### config.mk
export PLATFORM = sky130hd
export DESIGN_NAME = traffic_sensor_conditioner
export DESIGN_NICKNAME = d
export VERILOG_FILES = /design/src/rtl/traffic_sensor_conditioner.sv
export SDC_FILE = /design/constraint.sdc
export NUM_CORES = 1
export LEC_CHECK = 0
export CORE_MARGIN = 1.5
export CORE_UTILIZATION = 50
export DETAILED_ROUTE_END_ITERATION = 16
export GPL_ROUTABILITY_DRIVEN = 0
export GPL_TIMING_DRIVEN = 0
export PLACE_DENSITY = 0.75
export REMOVE_ABC_BUFFERS = 1
export SYNTH_ARGS = -nofsm -noshare
export SYNTH_HDL_FRONTEND = slang
export SYNTH_SLANG_ARGS = --single-unit
### constraint.sdc
create_clock -name Clk -period 2.11 [get_ports Clk]
set_input_delay 0.5275 -clock Clk [delete_from_list [all_inputs] [get_ports Clk]]
set_output_delay 0.5275 -clock Clk [all_outputs]
set_load 0.02 [all_outputs]
### src/rtl/traffic_sensor_conditioner.sv
// traffic_sensor_conditioner
// Input conditioning for the farm-road traffic controller:
//   - debounces the raw farm-road car sensor (C_raw -> C)
//   - latches siren-detector requests into a registered Emergency level
//     that stays up until the farm road goes green (FG) or a timeout expires
//   - counts served emergencies (saturating) and flags unserved ones (sticky)
// Optional feature: define TRAFFIC_SENSOR_EMG_HOLDOFF_EN to add a holdoff
// window after each clear, during which new requests are dropped.
// The emergency FSM state is exported on emg_state for observation
// (0 = idle, 1 = active, 2 = holdoff).
// Handshake: there is no valid/ready handshake here. EmgReq is a plain level
// sampled on every rising edge, and FG is a plain level acknowledging service.
module traffic_sensor_conditioner #(
    parameter int DEBOUNCE    = 4,
    parameter int EMG_TIMEOUT = 32,
    parameter int HOLDOFF     = 8
) (
    input  logic       Clk,
    input  logic       reset,
    input  logic       C_raw,
    input  logic       EmgReq,
    input  logic       FG,
    output logic       C,
    output logic       Emergency,
    output logic       EmgFault,
    output logic [7:0] EmgCount,
    output logic [1:0] emg_state
);

    // Reject parameter values outside their supported ranges at elaboration.
    if (DEBOUNCE < 1 || DEBOUNCE > 15) begin : g_bad_debounce
        $error("DEBOUNCE must be in 1..15");
    end
    if (EMG_TIMEOUT < 2 || EMG_TIMEOUT > 255) begin : g_bad_timeout
        $error("EMG_TIMEOUT must be in 2..255");
    end
    if (HOLDOFF < 1 || HOLDOFF > 255) begin : g_bad_holdoff
        $error("HOLDOFF must be in 1..255");
    end

    localparam logic [3:0] DB_LAST  = 4'(DEBOUNCE - 1);
    localparam logic [7:0] TMO_LAST = 8'(EMG_TIMEOUT - 1);

    typedef enum logic [1:0] {
        ST_IDLE    = 2'd0,
`ifdef TRAFFIC_SENSOR_EMG_HOLDOFF_EN
        ST_HOLDOFF = 2'd2,
`endif
        ST_ACTIVE  = 2'd1
    } state_t;

    state_t     state;
    logic [3:0] db_cnt;
    logic [7:0] tmo_cnt;

`ifdef TRAFFIC_SENSOR_EMG_HOLDOFF_EN
    localparam logic [7:0] HO_LAST = 8'(HOLDOFF - 1);
    logic [7:0] ho_cnt;
`endif

    assign emg_state = state;

    // Debounce: C follows C_raw only after DEBOUNCE consecutive differing edges.
    always_ff @(posedge Clk) begin
        if (reset) begin
            C      <= 1'b0;
            db_cnt <= 4'd0;
        end else if (C_raw == C) begin
            db_cnt <= 4'd0;
        end else if (db_cnt == DB_LAST) begin
            C      <= C_raw;
            db_cnt <= 4'd0;
        end else begin
            db_cnt <= db_cnt + 4'd1;
        end
    end

    // Emergency FSM: latch a request, clear on service (FG) or on timeout.
    // A request sampled on the clearing edge is always dropped. With holdoff
    // enabled, Emergency stays low for exactly HOLDOFF cycles after a clear;
    // the edge that ends the last holdoff cycle already accepts a request,
    // so a held request reasserts Emergency HOLDOFF cycles after the clear.
    always_ff @(posedge Clk) begin
        if (reset) begin
            state     <= ST_IDLE;
            Emergency <= 1'b0;
            EmgFault  <= 1'b0;
            EmgCount  <= 8'd0;
            tmo_cnt   <= 8'd0;
`ifdef TRAFFIC_SENSOR_EMG_HOLDOFF_EN
            ho_cnt    <= 8'd0;
`endif
        end else begin
            case (state)
                ST_IDLE: begin
                    if (EmgReq) begin
                        state     <= ST_ACTIVE;
                        Emergency <= 1'b1;
                        tmo_cnt   <= 8'd0;
                    end
                end
                ST_ACTIVE: begin
                    if (FG || tmo_cnt == TMO_LAST) begin
                        Emergency <= 1'b0;
                        tmo_cnt   <= 8'd0;
                        if (FG) begin
                            // Served, even when it lands on the timeout edge.
                            if (EmgCount != 8'hFF) begin
                                EmgCount <= EmgCount + 8'd1;
                            end
                        end else begin
                            EmgFault <= 1'b1;
                        end
`ifdef TRAFFIC_SENSOR_EMG_HOLDOFF_EN
                        state  <= ST_HOLDOFF;
                        ho_cnt <= 8'd0;
`else
                        state  <= ST_IDLE;
`endif
                    end else begin
                        tmo_cnt <= tmo_cnt + 8'd1;
                    end
                end
`ifdef TRAFFIC_SENSOR_EMG_HOLDOFF_EN
                ST_HOLDOFF: begin
                    if (ho_cnt == HO_LAST) begin
                        ho_cnt <= 8'd0;
                        if (EmgReq) begin
                            state     <= ST_ACTIVE;
                            Emergency <= 1'b1;
                            tmo_cnt   <= 8'd0;
                        end else begin
                            state <= ST_IDLE;
                        end
                    end else begin
                        ho_cnt <= ho_cnt + 8'd1;
                    end
                end
`endif
                default: begin
                    state     <= ST_IDLE;
                    Emergency <= 1'b0;
                end
            endcase
        end
    end

endmodule

### Word-level counts from Yosys, hierarchy flattened

Cells that the tools add are included.

| cells by class | value |
|---|---|
| reduce and logical (&&, ||, !) cells | 9 |
| multiplexer cells | 9 |
| eq/ne operators | 7 |
| bitwise gates (word level) | 2 |
| add/sub/neg operators | 3 |

Operators with widths:

| operator | number |
|---|---|
| 8-bit by 1-bit adder with 8-bit output, second input constant | 2 |
| 8-bit two-way mux | 2 |
| 8-bit case mux with 2 select lines | 1 |
| 8-bit by 5-bit == test with 1-bit output, second input constant | 1 |
| 8-bit inequality test, second input constant | 1 |
| 2-bit AND reduction | 3 |
| 4-bit by 1-bit adder with 4-bit output, second input constant | 1 |
| 4-bit by 2-bit == test with 1-bit output, second input constant | 1 |
| 2-bit two-way mux | 2 |
| 2-bit inequality test, second input constant | 2 |
| 2-bit case mux with 2 select lines | 1 |
| 4-bit AND reduction | 1 |
| 3-bit AND reduction | 1 |
| 3-bit OR reduction | 1 |
| 2-bit by 1-bit == test with 1-bit output, second input constant | 1 |
| 2-bit logical NOT | 1 |
| 1-bit two-way mux | 2 |
| 1-bit NOT | 2 |
| 1-bit case mux with 2 select lines | 1 |
| 2-bit nonzero test | 1 |
| 1-bit == test | 1 |
| 1-bit logical OR | 1 |

| storage, ports and cells | value |
|---|---|
| flip-flop bits (word level) | 25 |
| logic and storage cells | 37 |

### Depth between registers and ports, before layout

Gate-level depths: netlist of run 1.

| logic depth | value |
|---|---|
| word-level depth | 4 |
| mapped depth | 5 |
| gate-level depth less buffers | 5 |

### Worst setup path before layout of run 1

Ideal clock, no wire load.

| timing path | value |
|---|---|
| path kind | register -> register |
| start point | reg EmgCount[0] |
| end point | reg EmgCount[1] |
| path slack | 0.508 ns |
| cell stages (with the launch flop) | 6 |
| library setup time | 0.128 ns |
| data arrival time | 1.474 ns |
| period minus slack after synthesis | 1.602 ns |
| cell sequence | dfxtp_1 ha_1 nand4_1 o21ai_0 mux2i_1 nor2_1 |

| between the ends | value |
|---|---|
| word-level cells in the longest chain between the ends | 2 |

Ends and longest elaborated chain:

| what | line | RTL |
|---|---|---|
| from (decl) | 26 | `output logic [7:0] EmgCount,` |
| from (signal assigned) | 109 | `EmgCount <= EmgCount + 8'd1;` |
| branches (longest 2 deep; another with 8-bit by 1-bit adder with 8-bit output) | - |  |

Several ways; the timed one is not identified.
A chain may end at the register's enable or synchronous reset.

==> metrics.cfg, run 1 <==
[setup_path]
path_cells=clkdlybuf4s50_1
arrival_ns=1.47
r2r_cells=5
critPathBufInv=1
start_kind=flop
cp_slowest_stage_delay_ns=0.66
criticalPathCategory=flop to output port
path_delay_family=buffers and inverters
crit_path_end_kind=output port
cp_data_required_time_ns=1.58
critPathSlowestCell=clkdlybuf4s50_1
crit_cells=1
crit_fanout=8

[routing]
drt-initial-drc-count=17
totalWireLength_um=2080
dr_total_vias=938
route.detailed.wl_per_inst_um=12.4
viasPerCell=5.58
drc=0
dr.pass1.iters=4
ant_nets=0

[synthesis]
synthMuxAreaShare=0.0454
avgSynthCellArea_um2=8.83
synthTopCellsByArea=dfxtp_1 42%, nor2_1 6.5%, mux2i_1 4.5%
ys_ff_latch=23
synth_top_family_by_area=simple AND/OR/NAND/NOR gates
synth_cells=125
synth.cell_area_mm2=0.00110
post_synth_fa_ha_maj_area_fraction=0.0340
synth_area_leader_cell=dfxtp_1
synthSimpleGateAreaFrac=0.283
synth_warnings=0
ys_seq_area_frac=0.417
synth_compound_area_frac=0.142
async_reset_ff_frac=0
synth_top_area_frac=0.417
synth-main-ff-cell=dfxtp_1
synth_common_cells=23 x dfxtp_1, 19 x nor2_1, 7 x o21ai_0
ys_types=38
synth_edf_count=0
synth_most_common_cell=dfxtp_1
synth-xor-area-share=0.0476

[floorplan]
design.die.area_mm2=0.00250
start_util=0.546
die_x_um=50.0
io_pins=18
core.rowCount=16
die_height_um=50.0
core_mm2=0.00202

[clocking]
cts_tree=done
post-cts-setup-buffer-count=0
hold_buffers=0
h-tree-depth=1
cts.path.max_buffers=2
ctsResizeCount=0
numCtsBuffers=3
cts.sinks=23
path_clk_slew_ns=0.13
clock_latency_ns=0.31
cts-root-buf=clkbuf_4

[timing]
final_max_slew_viol_count=0
fin_skew_ns=0.00190
slew_headroom=0.480
tightest_slew_ns=0.777
fin_ws_ns=0.116
period_needed_ns=1.99
rsz0062_at_grt=no
setup_violations=0
min_period_over_period=0.945
setup_tns_ns=0
fmax_ghz=0.502
finalHoldViolations=0

[finish]
nets=150
drive_above_1_share=0.0496
antenna_cells=0
fillers=200
post-route-util=0.644
syn2layout_area_growth_pct=17.9

[run]
drv_cap=0

[run_status]
status=complete, no violations

[pwr]
power_leakage_nw=0.472
p_total_w=0.000711
vdd_ir_drop_max_mv=0.398
powerDensity_mw_per_mm2=546

[global_route]
groute.usage.overall=0.176
grt_pass1_vias=834
antenna_found_initial=0
grt_max_degree=26
overflow=0
grt_pass1_wl_um=3460

[placed_design]
dp_slack_ns=-0.108
dpl.hpwl_um=1490
port_buffers=16

[worst_hold_path]
min_path_type=flop to flop
hold_depth=1

stage by stage:
step | area, um2 | hold WS [ns] | instances
CTS | 1300 | 0.488 | 168
global placement | 1270 | 0.429 | 164
floorplan | 1080 | 0.418 | 121
detailed placement | 1270 | 0.465 | 164
finish | 1300 | 0.486 | 168
global route | 1300 | 0.522 | 168
sequential cells by signal (all words and copies together), names as in the netlist:
name and count:
Emergency 1, tmo_cnt 8, db_cnt 4, EmgFault 1, EmgCount 8, C 1
where the power goes:
group / internal, W / switching (W) / total [W] / leakage, nW
combinational: 0.0000253 / 0.0000323 / 0.0000576 / 0.271
clock: 0.0000737 / 0.000132 / 0.000206 / 0.0150
sequential: 0.000440 / 0.00000736 / 0.000448 / 0.186
layer usage:
| layer | vias up | global-route usage | share of wire | wire length (um) |
|---|---|---|---|---|
| met5 | - | 0 | 0 | 0 |
| met4 | 0 | 0.0694 | 0.013 | 27 |
| met3 | 4 | 0.0273 | 0.025 | 52 |
| met2 | 16 | 0.289 | 0.47 | 983 |
| met1 | 442 | 0.229 | 0.49 | 1020 |
| li1 | 476 | - | - | - |
worst paths after layout:
| path | from | to | slack (ns) |
|---|---|---|---|
| max | Emergency | emg_state[0] | 0.12 |
| min | db_cnt[0] | db_cnt[0] | 0.49 |
| max reg2reg | EmgCount[0] | EmgCount[1] | 0.46 |
| min reg2reg | db_cnt[0] | db_cnt[0] | 0.49 |
cells in the final DEF (no fill, tap or decap), types with 3 or more instances in the layout:
cell / n
mux2i_1: 5
nand2b_1: 6
xor2_1: 4
a21oi_1: 6
dfxtp_1: 23
o21ai_0: 7
clkbuf_4: 3
clkdlybuf4s50_1: 16
nand4_1: 4
nor2b_1: 4
nand2_1: 4
nor2_1: 19
ha_1: 3
nand3_1: 5
layout make-up:
class                           count  area (um2)  share of cell area
Multi-Input combinational cell     96         613               0.471
Sequential cell                    23         460               0.354
Timing Repair Buffer               16         160               0.123
Tap cell                           27        33.8              0.0260
Clock buffer                        4        26.3              0.0202
Inverter                            2        7.51             0.00577
kinds of logic after synthesis:
group                    after synthesis
AO/OA/AOI/OAI                         23
XOR/XNOR                               6
adder cells (fa/ha/maj)                3
buffers and inverters                  6
flip-flops                            23
multiplexers                           5
other                                  1
AND/OR/NAND/NOR                       58
(Power assumes the default switching activity.)
==> run 2, diff against run 1 <==
==> constraint.sdc (replaced) <==
create_clock -name Clk -period 2.11 [get_ports Clk]
set_input_delay 0.422 -clock Clk [delete_from_list [all_inputs] [get_ports Clk]]
set_output_delay 0.422 -clock Clk [all_outputs]
set_load 0.02 [all_outputs]
==> results of run 2 <==
Same layout as run 1 (identical final DEF). Status: complete, no violations.
Among the figures that moved: setup slack after placement -0.108 ns -> -0.00299 ns; setup slack after layout 0.116 ns -> 0.222 ns
